### src/rtl/dpram_arbiter_pkg.sv
//------------------------------------------------------------------------------
// dpram_arbiter_pkg : shared defaults and FSM encoding for the port-A arbiter
// Revision: 1.0
//------------------------------------------------------------------------------
`default_nettype none

package dpram_arbiter_pkg;

    localparam int NREQ_DEFAULT = 4;
    localparam int AW_DEFAULT   = 8 / 2;
    localparam int DW_DEFAULT   = 8;

    localparam int                 STATE_W  = 1;
    localparam logic [STATE_W-1:0] ST_IDLE  = 1'b0;
    localparam logic [STATE_W-1:0] ST_GRANT = 1'b1;

    // Pointer/index width; a single requester still needs a 1-bit field.
    function automatic int ptr_width(input int n);
        return (n > 1) ? $clog2(n) : 1;
    endfunction

endpackage

`default_nettype wire

### src/rtl/dpram_arbiter_rr_pick.sv
//------------------------------------------------------------------------------
// dpram_arbiter_rr_pick : combinational round-robin picker (req, ptr -> winner)
// Revision: 1.0
//------------------------------------------------------------------------------
`default_nettype none

module dpram_arbiter_rr_pick
    import dpram_arbiter_pkg::*;
#(
    parameter int NREQ = NREQ_DEFAULT,
    parameter int PW   = ptr_width(NREQ)
) (
    input  logic [NREQ-1:0] req,
    input  logic [PW-1:0]   ptr,
    output logic [NREQ-1:0] onehot,
    output logic [PW-1:0]   idx,
    output logic            any
);

    int best;

    // The winner is the requester with the smallest forward distance from ptr.
    always_comb begin
        idx  = '0;
        best = NREQ;
        for (int j = 0; j < NREQ; j++) begin
            if (req[j] && (((j + NREQ - int'(ptr)) % NREQ) < best)) begin
                best = (j + NREQ - int'(ptr)) % NREQ;
                idx  = PW'(j);
            end
        end
    end

    assign any    = |req;
    assign onehot = any ? (NREQ'(1) << idx) : '0;

endmodule

`default_nettype wire

### src/rtl/dpram_arbiter.sv
//------------------------------------------------------------------------------
// dpram_arbiter : round-robin arbiter sharing dual-port RAM port A among NREQ
// Revision: 1.0
//------------------------------------------------------------------------------
`default_nettype none

module dpram_arbiter
    import dpram_arbiter_pkg::*;
#(
    parameter int NREQ = NREQ_DEFAULT,
    parameter int AW   = AW_DEFAULT,
    parameter int DW   = DW_DEFAULT
) (
    input  logic              clk,
    input  logic              rst,
    input  logic [NREQ-1:0]   req,
    input  logic [NREQ-1:0]   req_we,
    input  logic [NREQ*AW-1:0] req_addr,
    input  logic [NREQ*DW-1:0] req_wdata,
    output logic [NREQ-1:0]   gnt,
    output logic [NREQ-1:0]   rvalid,
    output logic [DW-1:0]     rdata,
    output logic              ram_we,
    output logic [AW-1:0]     ram_addr,
    output logic [DW-1:0]     ram_din,
    input  logic [DW-1:0]     ram_dout
);

    localparam int PW = ptr_width(NREQ);

    logic [STATE_W-1:0] state;
    logic [STATE_W-1:0] state_nxt;
    logic [PW-1:0]      ptr;
    logic [NREQ-1:0]    win_onehot;
    logic [PW-1:0]      win_idx;
    logic               win_any;
    logic               do_grant;
    logic               sel_we;
    logic [AW-1:0]      sel_addr;
    logic [DW-1:0]      sel_wdata;

    dpram_arbiter_rr_pick #(
        .NREQ (NREQ),
        .PW   (PW)
    ) u_rr_pick (
        .req    (req),
        .ptr    (ptr),
        .onehot (win_onehot),
        .idx    (win_idx),
        .any    (win_any)
    );

    always_ff @(posedge clk) begin
        if (rst) begin
            state <= ST_IDLE;
        end else begin
            state <= state_nxt;
        end
    end

    always_comb begin
        state_nxt = state;
        case (state)
            ST_IDLE:  if (win_any) state_nxt = ST_GRANT;
            ST_GRANT: state_nxt = ST_IDLE;
            default:  state_nxt = ST_IDLE;
        endcase
    end

    always_comb begin
        do_grant = (state == ST_IDLE) && win_any;
    end

    always_comb begin
        sel_we    = 1'b0;
        sel_addr  = '0;
        sel_wdata = '0;
        for (int j = 0; j < NREQ; j++) begin
            if (win_idx == PW'(j)) begin
                sel_we    = req_we[j];
                sel_addr  = req_addr[j*AW +: AW];
                sel_wdata = req_wdata[j*DW +: DW];
            end
        end
    end

    // Address and write data are left holding between accesses; ram_we alone qualifies.
    always_ff @(posedge clk) begin
        if (rst) begin
            ptr      <= '0;
            gnt      <= '0;
            rvalid   <= '0;
            ram_we   <= 1'b0;
            ram_addr <= '0;
            ram_din  <= '0;
        end else begin
            rvalid <= ((state == ST_GRANT) && !ram_we) ? gnt : '0;
            if (do_grant) begin
                gnt      <= win_onehot;
                ram_we   <= sel_we;
                ram_addr <= sel_addr;
                ram_din  <= sel_wdata;
                ptr      <= (win_idx == PW'(NREQ - 1)) ? '0 : win_idx + PW'(1);
            end else begin
                gnt    <= '0;
                ram_we <= 1'b0;
            end
        end
    end

    assign rdata = ram_dout;

endmodule

`default_nettype wire

### config.mk
export PLATFORM = sky130hd
export DESIGN_NAME = dpram_arbiter
export DESIGN_NICKNAME = d
export VERILOG_FILES = /design/src/rtl/dpram_arbiter_pkg.sv /design/src/rtl/dpram_arbiter_rr_pick.sv /design/src/rtl/dpram_arbiter.sv
export SDC_FILE = /design/constraint.sdc
export NUM_CORES = 1
export LEC_CHECK = 0
export CAP_MARGIN = 10
export CORE_ASPECT_RATIO = 0.75
export CORE_MARGIN = 3
export CORE_UTILIZATION = 37
export CTS_CLUSTER_SIZE = 40
export DETAILED_ROUTE_END_ITERATION = 8
export HOLD_SLACK_MARGIN = 0.08
export PLACE_DENSITY_LB_ADDON = 0.25
export SLEW_MARGIN = 10
export SYNTH_ARGS = -nofsm -noshare
export SYNTH_HDL_FRONTEND = slang
export SYNTH_SLANG_ARGS = --single-unit
### constraint.sdc
create_clock -name clk -period 6.3 [get_ports clk]
set_input_delay 1.89 -clock clk [delete_from_list [all_inputs] [get_ports clk]]
set_output_delay 1.89 -clock clk [all_outputs]
set_load 0.05 [all_outputs]
Word-level counts from Yosys, hierarchy flattened
Index checks and enable logic that the tools add are counted.
{"block": "totals", "regBits": 24, "in_bits": 66, "output_inout_bits": 29, "wordCells": 65}
{"block": "classes", "addsub": 5, "n_lt_le_gt_ge": 4, "eq_ne": 3, "shift": 1, "mux": 21, "bitwise": 8, "n_reduce_logical": 16}
{"op": "$lt A3 B32 Y1", "n": 3}
{"op": "$mux W32", "n": 3}
{"op": "$mux W8", "n": 4}
{"op": "$mux W4", "n": 4}
{"op": "$sub A3 B2 Y4 const A", "n": 4}
{"op": "$reduce_or A2 Y1", "n": 6}
{"op": "$logic_and A1 B1 Y1", "n": 6}
{"op": "$mux W1", "n": 6}
{"op": "$mux W2", "n": 3}
{"op": "$and A1 B1 Y1", "n": 4}
{"op": "$eq A2 B2 Y1 const B", "n": 2}
{"op": "$lt A3 B4 Y1 const B", "n": 1}
{"op": "$not A1 Y1", "n": 4}
{"op": "$reduce_or A4 Y1", "n": 1}
{"op": "$shl A1 B2 Y4 const A", "n": 1}
{"op": "$reduce_or A3 Y1", "n": 1}
{"op": "$add A2 B1 Y2 const B", "n": 1}
{"op": "$eq A2 B1 Y1 const B", "n": 1}
{"op": "$logic_not A2 Y1", "n": 1}
{"op": "$pmux W1 S2", "n": 1}
{"op": "$logic_not A1 Y1", "n": 1}

Longest topological paths before layout
Gate-level depths: netlist of the first run.
{"block": "depth", "ltp_word": 20, "depth_mapped": 21, "depth_no_buf": 18}

By module
Synthesis of the first run repeated with hierarchy kept, for this count alone.
{"block": "unflattened", "hier_cells": 160, "area_unflattened_um2": 1492.7}
{"mod": "dpram_arbiter", "instances": 1, "cells_each": 128, "area_per_inst_um2": 1273.7, "seq_area_each_um2": 480.5}
{"mod": "dpram_arbiter_rr_pick", "instances": 1, "cells_each": 32, "area_per_inst_um2": 219.0, "seq_area_each_um2": 0.0}

Worst setup path after synthesis of the first run
Ideal clock, no wire load.
{"block": "synth_timing", "kind": "input to register", "start": "input port req[0]", "end": "register ram_addr[2]", "setup_time_ns": 0.073, "arrival_time_ns": 5.107, "required_ns": 6.227, "slack_ns": 1.120, "stages": 20, "n_path_buf": 2, "cell_sequence": "buf_6 > inv_1 > mux2i_1 > a32oi_1 > ha_1 > o22ai_1 > o21ai_2 > nor2_1 > a21o_1 > ha_1 > nand2b_1 > o31a_1 > o21ai_2 > inv_1 > ha_1 > buf_2 > nand3b_1 > a221oi_1 > a211oi_2 > nor3_2"}
{"block": "synth_between", "elab_chain_cells": 16, "word_cells_on_any_way": 23, "classes_between": "3 x order compare; 3 x eq/ne; 10 x mux; 7 x reduce/logical"}
{"element": "from (decl)", "line": "dpram_arbiter.sv:16", "text": "input logic [NREQ-1:0] req,"}
{"element": "$logic_and A1 B1 Y1", "line": "dpram_arbiter_rr_pick.sv:27", "text": "if (req[j] && (((j + NREQ - int'(ptr)) % NREQ) < best)) begin"}
{"element": "$mux W32", "line": "dpram_arbiter_rr_pick.sv:27"}
{"element": "$lt A3 B32 Y1", "line": "dpram_arbiter_rr_pick.sv:27"}
{"element": "$logic_and A1 B1 Y1", "line": "dpram_arbiter_rr_pick.sv:27"}
{"element": "$mux W32", "line": "dpram_arbiter_rr_pick.sv:27"}
{"element": "$lt A3 B32 Y1", "line": "dpram_arbiter_rr_pick.sv:27"}
{"element": "$logic_and A1 B1 Y1", "line": "dpram_arbiter_rr_pick.sv:27"}
{"element": "$mux W32", "line": "dpram_arbiter_rr_pick.sv:27"}
{"element": "$lt A3 B32 Y1", "line": "dpram_arbiter_rr_pick.sv:27"}
{"element": "$logic_and A1 B1 Y1", "line": "dpram_arbiter_rr_pick.sv:27"}
{"element": "$mux W2", "line": "dpram_arbiter_rr_pick.sv:27"}
{"element": "$logic_not A2 Y1", "line": "dpram_arbiter.sv:79", "text": "if (win_idx == PW'(j)) begin"}
{"element": "$mux W4 (4 in a row)", "line": "dpram_arbiter.sv:79"}
{"element": "to (signal assigned)", "line": "dpram_arbiter.sv:101", "text": "ram_addr <= sel_addr;"}
{"element": "to (decl)", "line": "dpram_arbiter.sv:24", "text": "output logic [AW-1:0] ram_addr,"}
Several ways; a longest one is shown, not always the timed one.
A chain may end at the register's enable or synchronous reset.

Worst setup path after layout of the first run
{"block": "layout_timing", "start": "input port req[0]", "end": "register ram_addr[1]"}
{"block": "layout_between", "elab_chain_cells": 16, "word_cells_on_any_way": 23, "classes_between": "3 x order compare; 3 x eq/ne; 10 x mux; 7 x reduce/logical"}
{"element": "$logic_and A1 B1 Y1 (*)", "line": "dpram_arbiter_rr_pick.sv:27"}
{"element": "$mux W32 (*)", "line": "dpram_arbiter_rr_pick.sv:27"}
{"element": "$lt A3 B32 Y1", "line": "dpram_arbiter_rr_pick.sv:27"}
{"element": "$logic_and A1 B1 Y1", "line": "dpram_arbiter_rr_pick.sv:27"}
{"element": "$mux W32", "line": "dpram_arbiter_rr_pick.sv:27"}
{"element": "$lt A3 B32 Y1", "line": "dpram_arbiter_rr_pick.sv:27"}
{"element": "$logic_and A1 B1 Y1", "line": "dpram_arbiter_rr_pick.sv:27"}
{"element": "$mux W32", "line": "dpram_arbiter_rr_pick.sv:27"}
{"element": "$lt A3 B32 Y1", "line": "dpram_arbiter_rr_pick.sv:27"}
{"element": "$logic_and A1 B1 Y1", "line": "dpram_arbiter_rr_pick.sv:27"}
{"element": "$mux W2 (*)", "line": "dpram_arbiter_rr_pick.sv:27"}
{"element": "net u_rr_pick.idx[0]", "line": "dpram_arbiter_rr_pick.sv:16", "text": "output logic [PW-1:0] idx,"}
{"element": "$logic_not A2 Y1", "line": "dpram_arbiter.sv:79"}
{"element": "$mux W4 (3 in a row)", "line": "dpram_arbiter.sv:79"}
{"element": "$mux W4 (*)", "line": "dpram_arbiter.sv:79"}
The timed path passes the listed nets; every way through them passes the cells marked *.

==> results of run 1 <==
[logic make-up (layout without fill, tap and decap cells)]
kind of cell    after synthesis  in the layout  share of synthesized area, %
buf+inv                      41            108                          13.4
fa+ha+maj                     6              6                          4.84
flops                        24             24                          31.0
compound gates               60             60                          27.6
xor+xnor                      1              1                         0.565
mux                           1              1                         0.645
simple gates                 58             58                          22.0
[cell type report]
| cell class | instances | area share [%] |
|---|---|---|
| inverter | 20 | 3.15 |
| timing repair buffer | 84 | 34.7 |
| clock inverter | 1 | 1.26 |
| tap | 52 | 2.73 |
| sequential | 24 | 20.2 |
| clock buffer | 3 | 1.73 |
| multi-input combinational | 126 | 36.3 |
[stage by stage]
step | std cells | setup slack, ns | area (sq um)
final | 310 | 0.399 | 2380
after global routing | 310 | 0.0746 | 2380
after CTS | 310 | 0.436 | 2380
after detailed placement | 306 | 0.165 | 2310
after global placement | 306 | 0.264 | 2310
after floorplan | 191 | 1.12 | 1550
[final timing paths]
check	startpoint	to	slack [ns]	cells after the start
setup / recovery	req[0]	ram_addr[1]	0.40	19
hold / removal	gnt[2]	rvalid[2]	0.46	1
setup reg to reg	ptr[0]	ram_addr[1]	2.06	17
hold reg to reg	gnt[2]	rvalid[2]	0.46	1
[power by group]
group | total (mW) | internal [mW] | leakage [nW] | switching, mW
clock | 0.135 | 0.0850 | 0.0357 | 0.0499
combinational | 0.814 | 0.329 | 0.691 | 0.486
sequential | 0.230 | 0.198 | 0.198 | 0.0316
total | 1.18 | 0.612 | 0.925 | 0.567
[sequential cells by signal, indices dropped and copies added (netlist names)]
signal	cells
gnt	4
ptr	2
ram_addr	4
ram_din	8
ram_we	1
rvalid	4
state	1
[layer usage]
layer / routed length (microns) / share of wire, % / vias to the layer above / global-route usage (%)
met4: 35 / 0.76 / 0 / 5.54
met2: 1980 / 43 / 46 / 29.4
met3: 222 / 4.8 / 6 / 1.87
met5: 0 / 0 / - / 0
li1: - / - / 817 / -
met1: 2350 / 51 / 718 / 28.1
[cell usage in the layout, fill, tap and decap left out, types with 6 or more instances in the layout]
| cell | n |
|---|---|
| dfxtp_1 | 24 |
| a21oi_1 | 15 |
| inv_1 | 20 |
| ha_1 | 6 |
| nor2_1 | 17 |
| clkdlybuf4s50_1 | 78 |
| a211oi_1 | 14 |
| buf_4 | 6 |
| a221oi_1 | 12 |
| nor3_1 | 13 |
| nand3b_1 | 13 |
[Yosys cell counts, types with 2 or more instances]
master / n / area, sq um
nor3b_1: 2 / 15.0
a21o_1: 2 / 15.0
clkbuf_1: 4 / 15.0
buf_6: 2 / 22.5
buf_2: 7 / 35.0
nor2b_1: 2 / 12.5
nand3b_1: 13 / 97.6
nor2_1: 17 / 63.8
nor3_1: 13 / 65.1
buf_4: 8 / 60.1
inv_1: 20 / 75.1
o21ai_0: 4 / 20.0
a221oi_1: 12 / 105
ha_1: 6 / 75.1
a21oi_1: 15 / 75.1
o21ai_2: 3 / 26.3
a211oi_1: 14 / 105
dfxtp_1: 24 / 480
and2_1: 4 / 25.0
[critical path: stages]
cell             delay [ns]
clkdlybuf4s50_1        0.48
inv_1                  0.08
mux2i_1                0.12
a32oi_1                0.20
ha_1                   0.23
o22ai_1                0.11
o21ai_2                0.27
nor2_1                 0.07
a21o_1                 0.16
ha_1                   0.20
nand2b_1               0.19
o31a_1                 0.33
o21ai_2                0.10
a21o_1                 0.16
ha_1                   0.62
a21oi_1                0.14
a221oi_1               0.48
a211oi_1               0.09
nor3_1                 0.17
==> impl_metrics.py, run 1 <==
metrics = {
    "routing": {
        "avgRoutedWirePerCell_microns": 14.8,
        "antenna_left": 0,
        "viasPerCell": 5.12,
        "vias": 1587,
        "drt_wl_total_mm": 4.59,
        "route.detailed.drc": 0,
        "first_pass_iters": 4,
        "drtIter0Drc": 72,
    },
    "grt": {
        "grt_pass1_vias": 1418,
        "grt_pass1_wl_mm": 7.20,
        "grt_usage_pct": 19.0,
        "overflow": 0,
        "grt_start_max_net_pins": 27,
        "antenna_found_initial": 0,
    },
    "floorplanning": {
        "rows": 19,
        "die_height_microns": 62.1,
        "die-area_sq_um": 5010,
        "die_x_microns": 80.8,
        "core_sq_um": 3850,
        "io_pins": 95,
        "initial_core_util_pct": 40.3,
    },
    "final_layout": {
        "drive_gt1_share_pct": 6.59,
        "diodes": 0,
        "seqCellArea_sq_um": 480,
        "final_nets": 331,
        "final_util_pct": 61.8,
        "syn_to_final_growth_pct": 53.5,
        "multi_input_comb_area_sq_um": 863,
        "n_fill_cell": 348,
    },
    "timing": {
        "max_freq_mhz": 169,
        "tightest_slew_ns": 0.909,
        "rsz0062_at_grt": "no",
        "hold_ws_ns": 0.463,
        "finalHoldViolations": 0,
        "fin_tns_setup_ns": 0,
        "relSlewSlack_pct": 39.1,
        "period_needed_ns": 5.90,
        "drv_slew": 0,
        "period_share_pct": 93.7,
        "fin_worst_skew_ns": 0.00531,
        "setup_viol": 0,
    },
    "placed_design": {
        "port_buffers": 78,
        "gp_congestion": 0.814,
        "post-dp-hpwl_mm": 3.62,
    },
    "clock_network": {
        "clk_pin_slew_ns": 0.09,
        "cts_root_buf": "clkbuf_8",
        "clockBufferDepth": 2,
        "cts_htree_levels": 1,
        "cts_tree": "yes",
        "cts_setup_buffers": 0,
        "cts_hold_buf": 0,
        "post_cts_resized": 0,
        "numCtsBuffers": 3,
        "clk_latency_ns": 0.27,
        "clkSinkCount": 24,
    },
    "synthesis": {
        "ys_warn_count": 0,
        "yosys_most_used_dff": "dfxtp_1",
        "async_reset_ff_share_pct": 0,
        "synth_nets": 263,
        "syn_area_per_cell_sq_um": 8.12,
        "synthCells": 191,
        "synth.distinct_cells": 38,
        "synth_edf_count": 0,
        "yosys_register_bits": 24,
        "synthesis.area_sq_um": 1550,
        "synth.yosys.seq_area_share_pct": 31.0,
    },
    "worst_hold_path": {
        "hp-class": "flip-flop to flip-flop",
    },
    "critical_path": {
        "crit_path_end_kind": "flip-flop",
        "arrival_ns": 6.09,
        "cp_max_fo": 26,
        "worstSetupPathType": "primary input to flip-flop",
        "start_kind": "primary input",
        "cp.required_ns": 6.49,
    },
    "power_and_ir_drop": {
        "power.total_mw": 1.18,
        "p_per_area_nw_per_um2": 495,
        "total_leakage_power_nw": 0.925,
        "ir_drop_v": 0.000238,
    },
    "job": {
        "max_cap_viol_count": 0,
    },
    "outcome": {
        "status": "finished, final reports clean",
    },
}
Power figures use the tool's default switching activity.
==> inputs of run 2 (changes only) <==
--- a/config.mk
+++ b/config.mk
@@ -7,7 +7,7 @@
 export LEC_CHECK = 0
 export CAP_MARGIN = 10
 export CORE_ASPECT_RATIO = 0.75
-export CORE_MARGIN = 3
+export CORE_MARGIN = 2
 export CORE_UTILIZATION = 37
 export CTS_CLUSTER_SIZE = 40
 export DETAILED_ROUTE_END_ITERATION = 8
==> run 2 against run 1 <==
Via count is 0.88% higher. Combinational power down 2%. Sequential cell count stayed put. Setup slack improved by 0.038 ns. Utilization shrank 2.6 points. Register-to-register slack gained 0.05 ns. Sequential share of layout area about the same. Final cell count is 0.97% higher. Critical endpoint is now ram_din[3]. Largest power group unchanged. Highest routed layer unchanged.
==> impl_metrics.py, run 2 (synthesized netlist as in run 1, its figures left out) <==
metrics = {
    "placed_design": {
        "dp_cells": 309,
        "pre_cts_ws_ns": 0.177,
        "port_buffers": 78,
        "gp_congestion": 0.885,
        "post-dp-hpwl_mm": 3.40,
    },
    "routing": {
        "drt_wl_total_mm": 4.29,
        "vias": 1601,
        "route.detailed.drc": 0,
        "viasPerCell": 5.12,
        "first_pass_iters": 4,
        "antenna_left": 0,
        "drtIter0Drc": 64,
        "avgRoutedWirePerCell_microns": 13.7,
    },
    "timing": {
        "relSlewSlack_pct": 37.1,
        "finalHoldViolations": 0,
        "fin_tns_setup_ns": 0,
        "drv_slew": 0,
        "setup_ws_ns": 0.437,
        "period_needed_ns": 5.86,
        "rsz0062_at_grt": "no",
        "setup_viol": 0,
        "fin_worst_skew_ns": 0.00552,
        "max_freq_mhz": 171,
        "tightest_slew_ns": 0.940,
        "period_share_pct": 93.1,
    },
    "outcome": {
        "status": "finished, final reports clean",
    },
    "critical_path": {
        "crit_top_cell": "ha_1",
        "slowest_stage": "ha_1",
        "critPathMaxStageDelay_ns": 0.61,
        "start_kind": "primary input",
        "path_buf_inv": 2,
        "crit_path_end_kind": "flip-flop",
        "critical_path.top_delay_family": "compound AO/OA/AOI/OAI gates",
        "cp_max_fo": 26,
        "cp.required_ns": 6.48,
        "worstSetupPathType": "primary input to flip-flop",
        "arrival_ns": 6.05,
        "cp_cell_sequence": "clkdlybuf4s50_1 > inv_1 > mux2i_1 > a32oi_1 > ha_1 > o22ai_1 > o21ai_2 > nor2_1 > a21o_1 > ha_1 > nand2b_1 > o31a_1 > o21ai_2 > a21o_1 > ha_1 > a21oi_1 > a221oi_1 > a211oi_1 > nor3_1",
    },
    "floorplanning": {
        "die_x_microns": 78.8,
        "die-area_sq_um": 4730,
        "die_height_microns": 60.1,
        "rows": 20,
        "io_pins": 95,
        "initial_core_util_pct": 38.5,
        "core_sq_um": 4030,
    },
    "clock_network": {
        "cts_root_buf": "clkbuf_8",
        "cts_hold_buf": 0,
        "cts_tree": "yes",
        "post_cts_resized": 0,
        "clockBufferDepth": 2,
        "cts_htree_levels": 1,
        "clk_pin_slew_ns": 0.09,
        "cts_setup_buffers": 0,
        "clk_latency_ns": 0.26,
        "clkSinkCount": 24,
        "numCtsBuffers": 3,
    },
    "final_layout": {
        "final_nets": 331,
        "largest_reg_flops": 8,
        "syn_to_final_growth_pct": 53.7,
        "drive_gt1_share_pct": 6.59,
        "mostFrequentLayoutCell": "clkdlybuf4s50_1",
        "n_fill_cell": 397,
        "diodes": 0,
        "final_cell_mix": "78 x clkdlybuf4s50_1, 24 x dfxtp_1, 20 x inv_1, 17 x nor2_1, 15 x a21oi_1",
        "fin_cells": 313,
        "top_register": "ram_din",
        "final_util_pct": 59.2,
    },
    "power_and_ir_drop": {
        "ir_drop_v": 0.000197,
        "clockPowerShare_pct": 11.4,
        "netSwitchingFraction_pct": 47.5,
        "p_per_area_nw_per_um2": 488,
        "p_sw_uw": 552,
        "power.share.sequential_pct": 19.8,
        "power.total_mw": 1.16,
        "combPwrFrac_pct": 68.8,
        "p_int_uw": 610,
        "total_leakage_power_nw": 0.925,
    },
    "grt": {
        "grt_pass1_wl_mm": 6.97,
        "overflow": 0,
        "grt_usage_pct": 19.1,
        "antenna_found_initial": 0,
        "grt_pass1_vias": 1421,
        "grt_start_max_net_pins": 27,
    },
    "worst_hold_path": {
        "hp-class": "flip-flop to flip-flop",
    },
    "job": {
        "max_cap_viol_count": 0,
    },
}
-- run 2: cell counts in the layout (fill, tap and decap cells not counted) --
No cell type changed its count.
-- run 2: final timing paths --
path                            depth (start not counted)  startpoint  slack, ns    endpoint
worst min register to register                          1      gnt[2]       0.46   rvalid[2]
worst max-delay path                                   19      req[0]       0.44  ram_din[3]
worst min-delay path                                    1      gnt[2]       0.46   rvalid[2]
worst max register to register                         17      ptr[0]       2.11  ram_din[3]
-- run 2: power by group through the flow --
stage	Clock, mW	Sequential (mW)	Combinational (mW)
floorplan	0	0.367	0.451
global placement	0	0.233	0.789
detailed placement	0	0.234	0.796
CTS	0.135	0.230	0.799
global route	0.143	0.238	0.870
finish	0.133	0.230	0.800
-- run 2: metal layers --
metal / track usage (%) / part of all wire, % / vias up
met5: 0 / 0 / -
met4: 5.76 / 1.2 / 0
met3: 1.66 / 4.6 / 8
met2: 28.7 / 42 / 55
met1: 28.8 / 52 / 719
li1: - / - / 819
-- run 2: through the flow --
step / instance area, sq um / hold slack (ns)
finish: 2380 / 0.458
detailed placement: 2310 / 0.441
CTS: 2380 / 0.462
floorplan: 1550 / 0.532
global route: 2380 / 0.490
global placement: 2310 / 0.443
-- run 2: cell type report --
cell class | count | area [sq um] | area share (%)
timing repair buffer | 84 | 826 | 34.6
sequential | 24 | 480 | 20.1
inverter | 20 | 75.1 | 3.15
multi-input combinational | 126 | 863 | 36.2
clock buffer | 3 | 41.3 | 1.73
clock inverter | 1 | 30.0 | 1.26
tap | 55 | 68.8 | 2.89
==> inputs of run 3 (changes only) <==
--- a/config.mk
+++ b/config.mk
@@ -12,7 +12,7 @@
 export CTS_CLUSTER_SIZE = 40
 export DETAILED_ROUTE_END_ITERATION = 8
 export HOLD_SLACK_MARGIN = 0.08
-export PLACE_DENSITY_LB_ADDON = 0.25
+export PLACE_DENSITY = 0.83
 export SLEW_MARGIN = 10
 export SYNTH_ARGS = -nofsm -noshare
 export SYNTH_HDL_FRONTEND = slang
==> run 3 against run 2 <==
Critical path depth grew 1. Setup slack worse by 0.040 ns. Highest routed layer unchanged. Non-clock buffer count shrank 2. Global-route usage rose by 1.0 points. Critical path type unchanged. Routed wire length increased by 5.2%. Worst hold slack gained 0.0040 ns. First-iteration DRC count increased by 36%.
==> impl_metrics.py, run 3 (synthesized netlist as in run 1, its figures left out) <==
metrics = {
    "routing": {
        "first_pass_iters": 4,
        "vias": 1631,
        "route.detailed.drc": 0,
        "viasPerCell": 5.24,
        "antenna_left": 0,
        "drtIter0Drc": 87,
        "drt_wl_total_mm": 4.51,
        "avgRoutedWirePerCell_microns": 14.5,
    },
    "power_and_ir_drop": {
        "p_per_area_nw_per_um2": 488,
        "total_leakage_power_nw": 0.917,
        "ir_drop_v": 0.000234,
    },
    "floorplanning": {
        "initial_core_util_pct": 38.5,
        "die_x_microns": 78.8,
        "io_pins": 95,
        "die_height_microns": 60.1,
        "rows": 20,
        "die-area_sq_um": 4730,
        "core_sq_um": 4030,
    },
    "placed_design": {
        "port_buffers": 78,
        "dp_cells": 307,
        "pre_cts_ws_ns": 0.220,
        "gp_congestion": 0.830,
        "post-dp-hpwl_mm": 3.39,
    },
    "final_layout": {
        "syn_to_final_growth_pct": 53.7,
        "final_cell_mix": "78 x clkdlybuf4s50_1, 24 x dfxtp_1, 20 x inv_1, 17 x nor2_1, 15 x a21oi_1",
        "fin_cells": 311,
        "diodes": 0,
        "drive_gt1_share_pct": 6.25,
        "mostFrequentLayoutCell": "clkdlybuf4s50_1",
        "largest_reg_flops": 8,
        "top_register": "ram_din",
        "final_nets": 329,
    },
    "clock_network": {
        "post_cts_resized": 0,
        "clkSinkCount": 24,
        "cts_setup_buffers": 0,
        "cts_htree_levels": 1,
        "cts_root_buf": "clkbuf_8",
        "clk_latency_ns": 0.27,
        "clk_pin_slew_ns": 0.08,
        "cts_tree": "yes",
        "numCtsBuffers": 3,
        "cts_hold_buf": 0,
        "clockBufferDepth": 2,
    },
    "critical_path": {
        "rr_worst_depth": 18,
        "worstReg2RegStart": "ptr[0]",
        "crit_path_end_kind": "flip-flop",
        "cp.required_ns": 6.43,
        "reg2reg_slack_ns": 2.25,
        "crit_start": "req[1]",
        "start_kind": "primary input",
        "worstSetupPathType": "primary input to flip-flop",
        "r2r_end": "ram_din[2]",
        "cp_max_fo": 26,
        "arrival_ns": 6.03,
        "crit_path_end": "ram_din[2]",
    },
    "outcome": {
        "status": "finished, final reports clean",
    },
    "grt": {
        "antenna_found_initial": 0,
        "grt_usage_pct": 20.1,
        "grt_pass1_wl_mm": 7.39,
        "grt_start_max_net_pins": 27,
        "overflow": 0,
        "grt_pass1_vias": 1484,
    },
    "timing": {
        "fin_worst_skew_ns": 0.00689,
        "fin_tns_setup_ns": 0,
        "rsz0062_at_grt": "no",
        "finalHoldViolations": 0,
        "drv_slew": 0,
        "period_needed_ns": 5.90,
        "hold_ws_ns": 0.462,
        "setup_viol": 0,
        "setup_ws_ns": 0.398,
        "period_share_pct": 93.7,
        "tightest_slew_ns": 1.06,
        "max_freq_mhz": 169,
        "relSlewSlack_pct": 28.8,
    },
    "worst_hold_path": {
        "min_from": "gnt[2]",
        "hp-class": "flip-flop to flip-flop",
    },
    "job": {
        "max_cap_viol_count": 0,
    },
}
-- run 3: worst min-delay path by stage --
stage	slack (ns)	end	cells after the start
final	0.46	rvalid[2]	1
after global routing	0.49	rvalid[3]	1
after CTS	0.47	rvalid[3]	1
after detailed placement	0.44	rvalid[3]	1
after global placement	0.45	rvalid[3]	1
after floorplan	0.53	ptr[0]	2
-- run 3: critical path, cell delays in order --
cell and delay, ns:
clkdlybuf4s50_1 0.64, inv_1 0.13, mux2i_1 0.17, a32oi_1 0.11
ha_1 0.32, o22ai_1 0.08, o21ai_2 0.30, nor2_1 0.07
a21o_1 0.16, ha_1 0.20, nand2b_1 0.20, o31a_1 0.34
o21ai_2 0.24, inv_1 0.10, ha_1 0.22, buf_12 0.16
a21oi_1 0.14, a221oi_1 0.09, a211oi_1 0.37, nor3_1 0.09
-- run 3: layout make-up --
class                           instances  area [sq um]
Tap cell                               55          68.8
Sequential cell                        24           480
Inverter                               20          75.1
Clock buffer                            3          41.3
Timing Repair Buffer                   82           823
Multi-Input combinational cell        126           866
Fill cell                             372          1640
Clock inverter                          1          30.0
-- run 3: layer usage --
metal | global-route usage, % | vias to the layer above | part of all wire [%]
met4 | 4.76 | 0 | 1.2
met1 | 29.1 | 733 | 47
met5 | 0 | - | 0
li1 | - | 820 | -
met2 | 31.0 | 72 | 44
met3 | 3.47 | 6 | 7.0
-- run 3: stage by stage --
step | power (mW) | area (sq um) | util [%]
3_3_place_gp | 1.00 | 2310 | 57.4
3_5_place_dp | 1.02 | 2310 | 57.4
5_1_grt | 1.26 | 2380 | 59.2
6_report | 1.16 | 2380 | 59.2
4_1_cts | 1.17 | 2380 | 59.1
2_1_floorplan | 0.818 | 1550 | -
-- run 3: report_power, final --
| group | switching [mW] | total [mW] | internal, mW |
|---|---|---|---|
| logic | 0.467 | 0.800 | 0.333 |
| clock network | 0.0508 | 0.136 | 0.0850 |
| registers | 0.0305 | 0.228 | 0.198 |
